--- config.mk ---
export PLATFORM = sky130hd
export DESIGN_NAME = ct_hpcp_ovf_int_ctrl
export DESIGN_NICKNAME = d
export VERILOG_FILES = /design/src/rtl/ct_hpcp_ovf_int_ctrl_pkg.sv /design/src/rtl/ct_hpcp_cntof_reg.sv /design/src/rtl/ct_hpcp_ovf_int_ctrl.sv
export SDC_FILE = /design/constraint.sdc
export NUM_CORES = 1
export LEC_CHECK = 0
export BUFFER_PORTS_ARGS = -buffer_cell sky130_fd_sc_hd__buf_4
export CAP_MARGIN = 10
export CORE_AREA = 4 4 71 73
export CTS_CLUSTER_DIAMETER = 60
export DETAILED_ROUTE_END_ITERATION = 6
export DIE_AREA = 0 0 75 77
export PLACE_DENSITY = 0.87
export SETUP_SLACK_MARGIN = 0.02
export SLEW_MARGIN = 10
export SYNTH_ARGS = -nofsm -noshare
export SYNTH_HDL_FRONTEND = slang
export SYNTH_SLANG_ARGS = --single-unit
--- constraint.sdc ---
create_clock -name hpcp_clk -period 1.65 [get_ports hpcp_clk]
set_input_delay 0.0825 -clock hpcp_clk [delete_from_list [all_inputs] [get_ports hpcp_clk]]
set_output_delay 0.0825 -clock hpcp_clk [all_outputs]
set_load 0.005 [all_outputs]
--- src/rtl/ct_hpcp_ovf_int_ctrl_pkg.sv ---
// rtl/ct_hpcp_ovf_int_ctrl_pkg.sv - shared hpcp constants and interrupt FSM encoding
//
// Purpose : Shared hpcp constants for the overflow/interrupt slice:
//           - counter count
//           - interrupt FSM state encoding
// Contents: HPCP_NUM_CNT, hpcp_int_state_e
package ct_hpcp_ovf_int_ctrl_pkg;

  localparam int HPCP_NUM_CNT = 32;

  // 2'b11 is unused and is treated as IDLE by the FSM.
  typedef enum logic [1:0] {
    HPCP_INT_IDLE   = 2'b00,
    HPCP_INT_ASSERT = 2'b01,
    HPCP_INT_GAP    = 2'b10
  } hpcp_int_state_e;

endpackage

--- src/rtl/ct_hpcp_cntof_reg.sv ---
// rtl/ct_hpcp_cntof_reg.sv - one sticky, software-writable overflow status bit
//
// Purpose : Holds one counter's overflow status bit.
//           - a software write may set or clear the bit
//           - an overflow pulse always sets it, even when a write lands in the same cycle
// Ports   : hpcp_clk, cpurst_b (async, active-low)
//           cntof_wen   - software write strobe
//           wdata       - software write data for this bit
//           ovf_pulse   - one-cycle overflow pulse for this counter
//           cntof_bit   - status bit
module ct_hpcp_cntof_reg (
  input  logic hpcp_clk,
  input  logic cpurst_b,
  input  logic cntof_wen,
  input  logic wdata,
  input  logic ovf_pulse,
  output logic cntof_bit
);

  logic cntof_nxt;

  // OR-ing the pulse in after the write mux means an overflow is never lost.
  assign cntof_nxt = (cntof_wen ? wdata : cntof_bit) | ovf_pulse;

  always_ff @(posedge hpcp_clk or negedge cpurst_b) begin
    if (!cpurst_b) begin
      cntof_bit <= 1'b0;
    end else begin
      cntof_bit <= cntof_nxt;
    end
  end

endmodule

--- src/rtl/ct_hpcp_ovf_int_ctrl.sv ---
// rtl/ct_hpcp_ovf_int_ctrl.sv - HPCP overflow status and PMU overflow interrupt controller
//
// Purpose : Captures per-counter overflow pulses into the overflow status register.
//           Qualifies the status with cntinten and drives a level interrupt request.
//           The interrupt always drops for at least one cycle between assertions,
//           so an edge-sensitive receiver sees every new request.
// Ports   : hpcp_clk, cpurst_b (async, active-low)
//           cntinten[NUM_CNT]         - per-counter interrupt enable
//           cnt_ovf_pulse[NUM_CNT]    - per-counter wrap pulse
//           cntof_wen, hpcp_wdata     - software write to the overflow status
//           freeze_on_ovf_en          - stop counters while the interrupt is asserted
//           cntof_value[NUM_CNT]      - overflow status register
//           hpcp_int_vld              - registered interrupt request
//           hpcp_cnt_freeze           - registered counter freeze request
module ct_hpcp_ovf_int_ctrl
  import ct_hpcp_ovf_int_ctrl_pkg::*;
#(
  parameter int NUM_CNT = HPCP_NUM_CNT
) (
  input  logic               hpcp_clk,
  input  logic               cpurst_b,
  input  logic [NUM_CNT-1:0] cntinten,
  input  logic [NUM_CNT-1:0] cnt_ovf_pulse,
  input  logic               cntof_wen,
  input  logic [NUM_CNT-1:0] hpcp_wdata,
  input  logic               freeze_on_ovf_en,
  output logic [NUM_CNT-1:0] cntof_value,
  output logic               hpcp_int_vld,
  output logic               hpcp_cnt_freeze
);

  hpcp_int_state_e cur_state;
  hpcp_int_state_e next_state;
  logic            pending;
  logic            int_vld_nxt;
  logic            cnt_freeze_nxt;

  for (genvar gi = 0; gi < NUM_CNT; gi++) begin : g_cntof
    ct_hpcp_cntof_reg u_cntof_reg (
      .hpcp_clk  (hpcp_clk),
      .cpurst_b  (cpurst_b),
      .cntof_wen (cntof_wen),
      .wdata     (hpcp_wdata[gi]),
      .ovf_pulse (cnt_ovf_pulse[gi]),
      .cntof_bit (cntof_value[gi])
    );
  end

  // cntinten is used live so enable changes act in the same cycle.
  assign pending = |(cntof_value & cntinten);

  always_ff @(posedge hpcp_clk or negedge cpurst_b) begin
    if (!cpurst_b) begin
      cur_state <= HPCP_INT_IDLE;
    end else begin
      cur_state <= next_state;
    end
  end

  always_comb begin
    next_state = HPCP_INT_IDLE;
    case (cur_state)
      HPCP_INT_ASSERT: next_state = pending ? HPCP_INT_ASSERT : HPCP_INT_GAP;
      // GAP lasts one cycle, then re-arms straight away if still pending.
      HPCP_INT_GAP:    next_state = pending ? HPCP_INT_ASSERT : HPCP_INT_IDLE;
      // IDLE and the unused encoding behave alike.
      default:         next_state = pending ? HPCP_INT_ASSERT : HPCP_INT_IDLE;
    endcase
  end

  // Outputs are registered copies of the next-state decode.
  // They are therefore high exactly while the state register holds ASSERT.
  assign int_vld_nxt    = (next_state == HPCP_INT_ASSERT);
  assign cnt_freeze_nxt = int_vld_nxt & freeze_on_ovf_en;

  always_ff @(posedge hpcp_clk or negedge cpurst_b) begin
    if (!cpurst_b) begin
      hpcp_int_vld    <= 1'b0;
      hpcp_cnt_freeze <= 1'b0;
    end else begin
      hpcp_int_vld    <= int_vld_nxt;
      hpcp_cnt_freeze <= cnt_freeze_nxt;
    end
  end

endmodule

Word level (Yosys, flattened, before mapping):

Cells that the tools add are included.

* eq/ne operators: 2
* muxes and demuxes: 35
* bitwise gates (word level): 34
* reduce and logical (&&, ||, !) cells: 1

Operators by type and width (count)
* $mux W1: 33
* $and A32 B32 Y32: 1
* $or A1 B1 Y1: 32
* $reduce_or A32 Y1: 1
* $eq A2 B1 Y1 const B: 2
* $mux W2: 2
* $and A1 B1 Y1: 1

* register bits after elaboration: 36
* bits of input ports: 100
* output and inout bits: 34
* word-level logic and storage cells: 107

Longest topological paths before layout:

* depth in word-level cells: 6
* depth in mapped cells: 4
* gate-level depth less buffers: 4

Hierarchy:

From an unflattened synthesis, not the netlist that was laid out.

* cell total of the unflattened synthesis: 120
* area total of the unflattened synthesis: 1531.5 um^2

By module, submodules not included
* ct_hpcp_cntof_reg: times used 32, cells each 3, area each 40.0 um^2, sequential area each 25.0 um^2
* ct_hpcp_ovf_int_ctrl: times used 1, cells each 24, area each 250.2 um^2, sequential area each 50.0 um^2

Worst setup path before layout:

Ideal clock, no wire load.

* kind: register to register
* start: reg g_cntof[21].u_cntof_reg.cntof_bit
* end: reg hpcp_cnt_freeze
* setup time: 0.123 ns
* data arrival time: 1.011 ns
* required time: 1.527 ns
* path slack: 0.516 ns
* stages on the path, launching flop included: 5
* buffers on the path: 0
* clock period less this slack: 1.134 ns
* path through: dfrtp_1 a22o_1 a221oi_2 and4_1 a21boi_1

* cells in the longest elaborated chain, start to end: 6
* elaborated cells between the ends (all ways): 7
* those cells by class: 1 x eq/ne; 3 x mux; 2 x bitwise; 1 x reduce/logical

RTL lines
* start: declaration: RTL line ct_hpcp_cntof_reg.sv:17 `output logic cntof_bit`
* start signal: assignment: RTL line ct_hpcp_cntof_reg.sv:29 `cntof_bit <= cntof_nxt;`
* $and A32 B32 Y32 (*): RTL line ct_hpcp_ovf_int_ctrl.sv:50 `assign pending = |(cntof_value & cntinten);`
* $reduce_or A32 Y1 (*): RTL line ct_hpcp_ovf_int_ctrl.sv:50
* $mux W1 or $mux W2 (tied branches): RTL line ct_hpcp_ovf_int_ctrl.sv:65, ct_hpcp_ovf_int_ctrl.sv:67, ct_hpcp_ovf_int_ctrl.sv:63
* $mux W2 (*)
* $eq A2 B1 Y1 (*): RTL line ct_hpcp_ovf_int_ctrl.sv:73 `assign int_vld_nxt = (next_state == HPCP_INT_ASSERT);`
* $and A1 B1 Y1 (*): RTL line ct_hpcp_ovf_int_ctrl.sv:74 `assign cnt_freeze_nxt = int_vld_nxt & freeze_on_ovf_en;`
* via cnt_freeze_nxt: RTL line ct_hpcp_ovf_int_ctrl.sv:36 `logic cnt_freeze_nxt;`
* end signal: assignment: RTL line ct_hpcp_ovf_int_ctrl.sv:82 `hpcp_cnt_freeze <= cnt_freeze_nxt;`
* end: declaration: RTL line ct_hpcp_ovf_int_ctrl.sv:29 `output logic hpcp_cnt_freeze`

The timed path passes the listed nets; every way through them passes the cells marked *.

Worst setup path after layout:

* start: reg g_cntof[29].u_cntof_reg.cntof_bit
* end: reg hpcp_cnt_freeze

* cells in the longest elaborated chain, start to end: 6
* elaborated cells between the ends (all ways): 7
* those cells by class: 1 x eq/ne; 3 x mux; 2 x bitwise; 1 x reduce/logical

RTL lines (RTL line)
* start: declaration: ct_hpcp_cntof_reg.sv:17
* start signal: assignment: ct_hpcp_cntof_reg.sv:29
* $and A32 B32 Y32 (*): ct_hpcp_ovf_int_ctrl.sv:50
* $reduce_or A32 Y1 (*): ct_hpcp_ovf_int_ctrl.sv:50
* $mux W1 or $mux W2 (tied branches): ct_hpcp_ovf_int_ctrl.sv:65, ct_hpcp_ovf_int_ctrl.sv:67, ct_hpcp_ovf_int_ctrl.sv:63
* $mux W2 (*)
* $eq A2 B1 Y1 (*): ct_hpcp_ovf_int_ctrl.sv:73
* $and A1 B1 Y1 (*): ct_hpcp_ovf_int_ctrl.sv:74
* via cnt_freeze_nxt: ct_hpcp_ovf_int_ctrl.sv:36

Marked as above.

==> impl_metrics.py <==
metrics = {
    "cts": {
        "ctsHoldBuffers": 29,
        "htree_num_levels": 2,
        "numCtsBuffers": 5,
        "cts_resized": 0,
        "cts.sinks": 34,
        "max-clock-path-buffers": 2,
        "cts_setup_buffers": 0,
        "cts_root_buf": "clkbuf_8",
        "clk_latency_ps": 280,
        "cts_tree": "done",
        "clk_pin_slew_worst_paths_ps": 70,
    },
    "timing": {
        "fin_ws_ps": 393,
        "finalClockSkew_ps": 4.58,
        "hold_violations": 0,
        "rsz0062_at_grt": "no",
        "fin_crit_sh_pct": 76.2,
        "max_freq_mhz": 795,
        "worst_pin_slew_ps": 610,
        "slew_headroom_pct": 59.3,
        "fin_tns_setup_ps": 0,
        "report.final.slew_viol_count": 0,
        "finalHoldWorstSlack_ps": 0.933,
        "setup_viol": 0,
        "fin_crit_ps": 1260,
    },
    "cells_and_area": {
        "n_antenna_cell": 0,
        "area_delta_synth_final_pct": 62.8,
        "drive_gt1_share_pct": 49.7,
        "final_util_pct": 68.2,
        "final_common_cell": "buf_4",
        "multi_input_area_um2": 672,
        "layout_common_cells": "buf_4 (133), dfrtp_1 (34), nor2b_1 (32), a211o_1 (32), dlygate4sd3_1 (29)",
        "layout.nets": 389,
        "regArea_um2": 851,
        "num-fill-cells": 352,
    },
    "placement": {
        "place.detailed.hpwl_um": 3890,
        "gp_congestion": 0.734,
        "dp_slack_ps": 386,
        "port-buffer-count": 133,
    },
    "logic_synthesis": {
        "synth_nets": 259,
        "synth.cell_area_um2": 1820,
        "synthXorXnorAreaFrac_pct": 0,
        "synth.avg_cell_area_um2": 11.5,
        "synth-simple-area-share_pct": 12.6,
        "synth_cell_types": 14,
        "ys_seq_area_share_pct": 46.7,
        "yosys_register_bits": 34,
        "synth_adder_area_share_pct": 0,
        "yosys_warnings": 0,
        "synth_top_family_by_area": "compound AO/OA/AOI/OAI gates",
        "netlist_instances": 159,
        "synth_mux_area_share_pct": 0,
        "synth_compound_area_share_pct": 24.3,
    },
    "worst_setup_path": {
        "max_stage_delay_ps": 390,
        "worst-endpoint-required_ps": 1810,
        "slowest_stage": "dfrtp_1",
        "worst_setup_path_start_kind": "flop",
        "critPathArrivalTime_ps": 1420,
        "worstSetupPathType": "reg -> reg",
        "critPathTopFamily": "compound AO/OA/AOI/OAI gates",
        "end_kind": "flop",
        "crit_chain": "a22o_1, a221oi_2, and4_1, a21boi_1",
        "crit_buf_inv": 0,
        "crit_fanout": 3,
    },
    "power_and_ir_drop": {
        "peakVddDrop_uv": 596,
        "power_leakage_nw": 1.39,
        "pwr_density_cell_nw_per_um2": 692,
    },
    "die": {
        "die_h_um": 77,
        "start_util_pct": 41.9,
        "die-area_um2": 5780,
        "ioPinCount": 134,
        "dieWidth_um": 75,
        "rows": 24,
        "core_area_um2": 4350,
    },
    "global_routing": {
        "grt_overflow": 0,
        "antenna_found_initial": 0,
        "grt_max_degree": 65,
        "grtUsageTotal_pct": 18.5,
        "grt_first_pass_wirelength_um": 8280,
        "grt_pass1_vias": 1844,
    },
    "detailed_routing": {
        "via_per_inst": 4.81,
        "via_count": 1644,
        "drc": 0,
        "final_antenna_net_count": 0,
        "wl_per_cell_um": 15.6,
        "wirelength_um": 5350,
        "drt_first_pass_iters": 3,
        "drt_iter0_markers": 49,
    },
    "outcome": {
        "status": "complete, no violations",
    },
    "job": {
        "cap_violations": 0,
    },
    "hold_path": {
        "min_path_type": "in -> reg",
    },
}
## final timing paths
check | cells past startpoint | to | start | slack [ps]
worst max-delay path | 4 | hpcp_cnt_freeze$_DFF_PN0_ | g_cntof[29].u_cntof_reg.cntof_bit$_DFF_PN0_ | 390
worst min-delay path | 2 | g_cntof[20].u_cntof_reg.cntof_bit$_DFF_PN0_ | cnt_ovf_pulse[20] | 0.9
worst max register to register | 4 | hpcp_cnt_freeze$_DFF_PN0_ | g_cntof[29].u_cntof_reg.cntof_bit$_DFF_PN0_ | 390
worst min register to register | 2 | g_cntof[16].u_cntof_reg.cntof_bit$_DFF_PN0_ | g_cntof[16].u_cntof_reg.cntof_bit$_DFF_PN0_ | 620
max in group asynchronous | 2 | g_cntof[25].u_cntof_reg.cntof_bit$_DFF_PN0_ | cpurst_b | 1040
min in group asynchronous | 2 | g_cntof[27].u_cntof_reg.cntof_bit$_DFF_PN0_ | cpurst_b | 290
## sequential cells by signal, summed over array words and instances (netlist names)
signal and count:
g_cntof.u_cntof_reg.cntof_bit 32, hpcp_cnt_freeze 1, hpcp_int_vld 1
## per-layer routing
| layer | share of wire, % | vias up | global-route usage, % |
|---|---|---|---|
| li1 | - | 807 | - |
| met1 | 35 | 751 | 20.5 |
| met2 | 53 | 78 | 32.8 |
| met3 | 10 | 8 | 6.14 |
| met4 | 1.3 | 0 | 4.98 |
| met5 | 0 | - | 0 |
## power by group
part	total (W)	switching, W	internal [W]
combinational	0.000493	0.000156	0.000337
clock	0.000631	0.000295	0.000337
sequential	0.000930	0.0000426	0.000887
total	0.00205	0.000494	0.00156
## logic make-up after synthesis
family          Yosys count
compound gates           49
simple gates             37
buf+inv                  39
flops                    34
## synth_stat cells
cell type	number	area share, %
buf_4	32	13
nor2b_1	32	11
buf_2	3	0.82
a21boi_1	1	0.41
and4_1	1	0.48
nand2_1	1	0.21
a22o_1	4	1.9
buf_6	4	2.5
dfrtp_1	34	47
a211o_1	32	15
nor2_1	1	0.21
nand4_1	2	0.69
a221oi_2	4	3.3
a22oi_1	8	3.3
## through the flow
| step | instance area [um^2] | power [W] | std cells |
|---|---|---|---|
| global placement | 2590 | 0.00137 | 305 |
| floorplan | 1820 | 0.00116 | 159 |
| global route | 2970 | 0.00217 | 342 |
| finish | 2970 | 0.00205 | 342 |
| detailed placement | 2590 | 0.00139 | 305 |
| CTS | 2970 | 0.00209 | 342 |
## final cells by class
class / instances / share of cell area, %
sequential: 34 / 28.7
clock inverter: 1 / 0.169
tap: 52 / 2.19
timing repair buffer: 162 / 43.4
multi-input combinational: 86 / 22.6
clock buffer: 7 / 2.91
Power figures use the tool's default switching activity.
